`src/rtl/ysyx_25050141_mem_arb.sv`:
```
// ysyx_25050141 memory arbiter: round-robin IF/ME sharing of a single
// memory port, one outstanding transaction at a time.
module ysyx_25050141_mem_arb #(
  parameter int ADDR_W = 32,
  parameter int DATA_W = 32
) (
  input  logic                clk,
  input  logic                rst,
  input  logic                if_req_valid,
  output logic                if_req_ready,
  input  logic [ADDR_W-1:0]   if_req_addr,
  output logic                if_rsp_valid,
  input  logic                if_rsp_ready,
  output logic [DATA_W-1:0]   if_rsp_rdata,
  output logic                if_rsp_err,
  input  logic                me_req_valid,
  output logic                me_req_ready,
  input  logic [ADDR_W-1:0]   me_req_addr,
  input  logic                me_req_wen,
  input  logic [DATA_W-1:0]   me_req_wdata,
  input  logic [DATA_W/8-1:0] me_req_wstrb,
  output logic                me_rsp_valid,
  input  logic                me_rsp_ready,
  output logic [DATA_W-1:0]   me_rsp_rdata,
  output logic                me_rsp_err,
  output logic                mem_req_valid,
  input  logic                mem_req_ready,
  output logic [ADDR_W-1:0]   mem_req_addr,
  output logic                mem_req_wen,
  output logic [DATA_W-1:0]   mem_req_wdata,
  output logic [DATA_W/8-1:0] mem_req_wstrb,
  input  logic                mem_rsp_valid,
  output logic                mem_rsp_ready,
  input  logic [DATA_W-1:0]   mem_rsp_rdata,
  input  logic                mem_rsp_err
);

  typedef enum logic [1:0] {
    IDLE,
    REQ,
    RESP
  } state_t;

  state_t state, state_nxt;

  logic                sel;
  logic                last;
  logic [ADDR_W-1:0]   addr_q;
  logic                wen_q;
  logic [DATA_W-1:0]   wdata_q;
  logic [DATA_W/8-1:0] wstrb_q;

  logic in_idle, in_req, in_resp;
  logic grant_if, grant_me;
  logic req_hs, rsp_hs;

  // Outputs are masked during reset so the reset cycle is fully quiet.
  assign in_idle = !rst && (state == IDLE);
  assign in_req  = !rst && (state == REQ);
  assign in_resp = !rst && (state == RESP);

  // On a tie the master that was not served last wins.
  assign grant_if = if_req_valid && (!me_req_valid || last);
  assign grant_me = me_req_valid && (!if_req_valid || !last);

  assign if_req_ready = in_idle && grant_if;
  assign me_req_ready = in_idle && grant_me;
  assign req_hs       = if_req_ready || me_req_ready;

  assign mem_req_valid = in_req;
  assign mem_req_addr  = addr_q;
  assign mem_req_wen   = wen_q;
  assign mem_req_wdata = wdata_q;
  assign mem_req_wstrb = wstrb_q;

  assign mem_rsp_ready = in_resp &&
                         (sel ? me_rsp_ready : if_rsp_ready);
  assign rsp_hs        = mem_rsp_valid && mem_rsp_ready;

  assign if_rsp_valid = in_resp && !sel && mem_rsp_valid;
  assign me_rsp_valid = in_resp && sel && mem_rsp_valid;
  assign if_rsp_rdata = mem_rsp_rdata;
  assign me_rsp_rdata = mem_rsp_rdata;
  assign if_rsp_err   = in_resp && !sel && mem_rsp_err;
  assign me_rsp_err   = in_resp && sel && mem_rsp_err;

  always_comb begin
    state_nxt = state;
    unique case (state)
      IDLE:    if (req_hs) state_nxt = REQ;
      REQ:     if (mem_req_ready) state_nxt = RESP;
      RESP:    if (rsp_hs) state_nxt = IDLE;
      default: state_nxt = IDLE;
    endcase
  end

  always_ff @(posedge clk) begin
    if (rst) begin
      state   <= IDLE;
      sel     <= 1'b0;
      last    <= 1'b1;
      addr_q  <= '0;
      wen_q   <= 1'b0;
      wdata_q <= '0;
      wstrb_q <= '0;
    end else begin
      state <= state_nxt;
      if (req_hs) begin
        sel <= grant_me;
        if (grant_me) begin
          addr_q  <= me_req_addr;
          wen_q   <= me_req_wen;
          wdata_q <= me_req_wdata;
          wstrb_q <= me_req_wstrb;
        end else begin
          addr_q  <= if_req_addr;
          wen_q   <= 1'b0;
          wdata_q <= '0;
          wstrb_q <= '0;
        end
      end
      if (rsp_hs) last <= sel;
    end
  end

endmodule
```
`config.mk`:
```
export PLATFORM = sky130hd
export DESIGN_NAME = ysyx_25050141_mem_arb
export DESIGN_NICKNAME = d
export VERILOG_FILES = /design/src/rtl/ysyx_25050141_mem_arb.sv
export SDC_FILE = /design/constraint.sdc
export NUM_CORES = 1
export LEC_CHECK = 0
export BUFFER_PORTS_ARGS = -buffer_cell sky130_fd_sc_hd__buf_2
export CORE_AREA = 2 2 110 112
export DETAILED_ROUTE_END_ITERATION = 10
export DIE_AREA = 0 0 112 114
export PLACE_DENSITY = 0.69
export SLEW_MARGIN = 20
export SYNTH_ARGS = -nofsm -noshare
export SYNTH_HDL_FRONTEND = slang
export SYNTH_SLANG_ARGS = --single-unit
```
`constraint.sdc`:
```
create_clock -name clk -period 1.4 [get_ports clk]
set_clock_uncertainty 0.05 [all_clocks]
set_input_delay 0 -clock clk [delete_from_list [all_inputs] [get_ports clk]]
set_output_delay 0 -clock clk [all_outputs]
set_load 0.05 [all_outputs]
```
==> results.yml <==
power_and_ir_drop:
  intPower_mw: 4.78
  p_sw_mw: 2.77
  finalPower_mw: 7.56
  seq_power_share: 0.309
  irDropWorstVdd_v: 0.000525
  leakagePower_nw: 2.82
  p_clk_frac: 0.332
  p_comb_frac: 0.359
  power_density_nw_per_um2: 1130
  switching_share: 0.367
logic_synthesis:
  synth_top_area_cell: "dfxtp_1"
  yosysWarnings: 0
  synth_top_cells_by_count: "73 x dfxtp_1, 69 x a21oi_1, 66 x buf_4, 38 x nand3_1, 35 x o21ai_0"
  synth-seq-area-share: 0.400
  synthFlopType: "dfxtp_1"
  synth_edf_count: 0
  synth_cell_types: 29
  ys_ff_latch: 73
  netlist_top_cells_area: "dfxtp_1 40%, buf_4 14%, a21oi_1 9.5%"
  avgSynthCellArea_um2: 8.77
  yosysTopAreaCellShare: 0.400
  syn-num-nets: 558
  syn_inst: 416
  yosysMostFrequentCell: "dfxtp_1"
  async_flop_share: 0
  syn_area_um2: 3650
cts:
  root_buffer: "clkbuf_16"
  cts_tree: "done"
  clock_latency_ns: 0.33
  cts_sinks: 73
  cts_buffers: 9
  clkTransAtPathRegs_ns: 0.06
  clk_path_buf_depth: 2
  ctsHtreeMaxLevel: 3
global_routing:
  track_usage: 0.200
  grt_start_max_net_pins: 70
  grt_most_used_layer: "met2"
  grt_first_pass_wirelength_mm: 20.2
  antenna_found_initial: 0
  use_met2: 0.375
  gr-total-overflow: 0
  met3_usage: 0.0542
  grt_pass1_vias: 4072
  gr-usage-met1: 0.213
die:
  die_w_um: 112
  ios: 283
  fp-row-count: 40
  initial_utilization: 0.312
  fp.coreArea_um2: 11700
  die_area_um2: 12800
  die_h_um: 114
layout:
  filler_cell_count: 906
  fin_nets: 812
  final_cells: 822
  layout-drive-gt1-share: 0.495
  diodes: 0
  syn_to_final_growth_pct: 84.0
placed_design:
  gp_congestion: 0.763
  place_hpwl_mm: 7.91
  place_inst: 663
  port-buffer-count: 186
timing:
  rsz0062_at_grt: "yes"
  period_share: 1.15
  period_needed_ns: 1.61
  holdWs_ns: 0.0217
  worst_slack_ns: -0.209
  max_freq_ghz: 0.622
  worstMarginPinSlew_ns: 1.06
  slew_viol_final: 0
  max_slew_margin: 0.292
  finalHoldViolCount: 0
  setup_viol: 78
routing:
  vias: 4248
  wl_per_cell_um: 18.9
  routed_via_density: 5.17
  drt_pre_antenna_iters: 4
  drcViolationCount: 0
  drt_iter0_drc: 261
  ant_nets: 0
  drt-total-wl_mm: 15.6
critical_path:
  rr_worst_depth: 5
  endpoint_kind: "primary output"
  startpoint_type: "register"
  crit_path_max_fanout: 6
  arrival_ns: 1.56
  crit_type: "register to primary output"
  cp_data_required_time_ns: 1.35
outcome:
  violations: "setup timing"
  outcome: "complete, but fails checks"
hold_path:
  hold_path.class: "input port to register"
  min_path_cells: 3
flow_run:
  maxCapViolCount: 0
logic make-up (layout without fill, tap and decap cells):
| group | after synthesis | count (layout) | share of synthesized area |
|---|---|---|---|
| AOI/OAI and AO/OA | 144 | 144 | 0.223 |
| buffers and inverters | 105 | 364 | 0.196 |
| DFF | 73 | 73 | 0.400 |
| muxes | 33 | 33 | 0.0905 |
| and+or+nand+nor | 61 | 61 | 0.0905 |
flip-flops by register name, summed over array words and instances (netlist names):
| signal | flops |
|---|---|
| sel | 1 |
| last | 1 |
| mem_req_wstrb | 4 |
| mem_req_wdata | 32 |
| mem_req_addr | 32 |
| state | 2 |
| mem_req_wen | 1 |
cell type report:
type                    count  area [µm²]  area share
clock buffers               9         225      0.0335
inverters                   3        11.3     0.00168
multi-input cells         238        1950       0.291
flip-flops and latches     73        1470       0.219
repair buffers            345        2780       0.414
clock inverters             7        95.1      0.0142
well taps                 147         184      0.0274
layout by cell type (no fill, tap or decap), types with 5 or more instances in the layout:
| cell | instances |
|---|---|
| a21oi_2 | 13 |
| dfxtp_1 | 70 |
| clkbuf_16 | 15 |
| nor2_2 | 5 |
| buf_2 | 178 |
| mux2i_1 | 31 |
| o21ai_4 | 10 |
| nand3_1 | 35 |
| buf_6 | 9 |
| dlygate4sd3_1 | 126 |
| a211oi_1 | 9 |
| buf_12 | 8 |
| buf_8 | 8 |
| o21ai_2 | 27 |
| a211oi_2 | 23 |
| buf_4 | 9 |
| a21oi_1 | 56 |
per-layer routing:
layer,wire length [µm],share of wire
met5,0,0
met4,520,0.033
met3,1080,0.070
met2,8370,0.54
met1,5580,0.36
path summary, 6_finish.rpt:
kind | from | to | slack (ns)
worst max-delay path | state[1]$_SDFFE_PP0P_ | if_rsp_valid | -0.21
worst min-delay path | if_req_addr[2] | mem_req_addr[2]$_SDFFE_PP0P_ | 0.02
worst max register to register | state[0]$_SDFFE_PP0P_ | mem_req_addr[26]$_SDFFE_PP0P_ | -0.18
worst min register to register | mem_req_wdata[2]$_SDFFE_PP0P_ | mem_req_wdata[2]$_SDFFE_PP0P_ | 0.41
power groups by stage:
stage | logic [mW] | clock network, mW | registers, mW
after floorplan | 1.07 | 0 | 2.82
after global placement | 1.51 | 0 | 2.35
after detailed placement | 1.54 | 0 | 2.35
after CTS | 2.29 | 2.56 | 2.32
after global routing | 2.82 | 2.67 | 2.35
final | 2.71 | 2.51 | 2.33
metrics by stage:
| stage | worst slack (ns) | instance area, µm² | TNS, ns | utilization |
|---|---|---|---|---|
| finish | -0.209 | 6710 | -9.81 | 0.573 |
| global route | -0.248 | 6710 | -13.08 | 0.573 |
| CTS | -0.197 | 6060 | -7.82 | 0.518 |
| global placement | -0.0478 | 4290 | -0.464 | 0.366 |
| detailed placement | -0.108 | 4290 | -2.75 | 0.366 |
| floorplan | -0.0911 | 3670 | -0.0911 | - |
timing repair:
action	in CTS	in global routing
gates cloned	1	10
endpoints found under the setup margin	76	80
endpoints found under the hold margin	131	0
hold buffers	126	0
gates resized for setup	70	101
setup buffers	4	2
pin swaps	2	71
critical path, cell delays in order (launching register included):
cell and delay, ns:
dfxtp_2 0.34, buf_6 0.12, or4bb_4 0.49, nor2_4 0.12
buf_8 0.15
(Power assumes the default switching activity.)
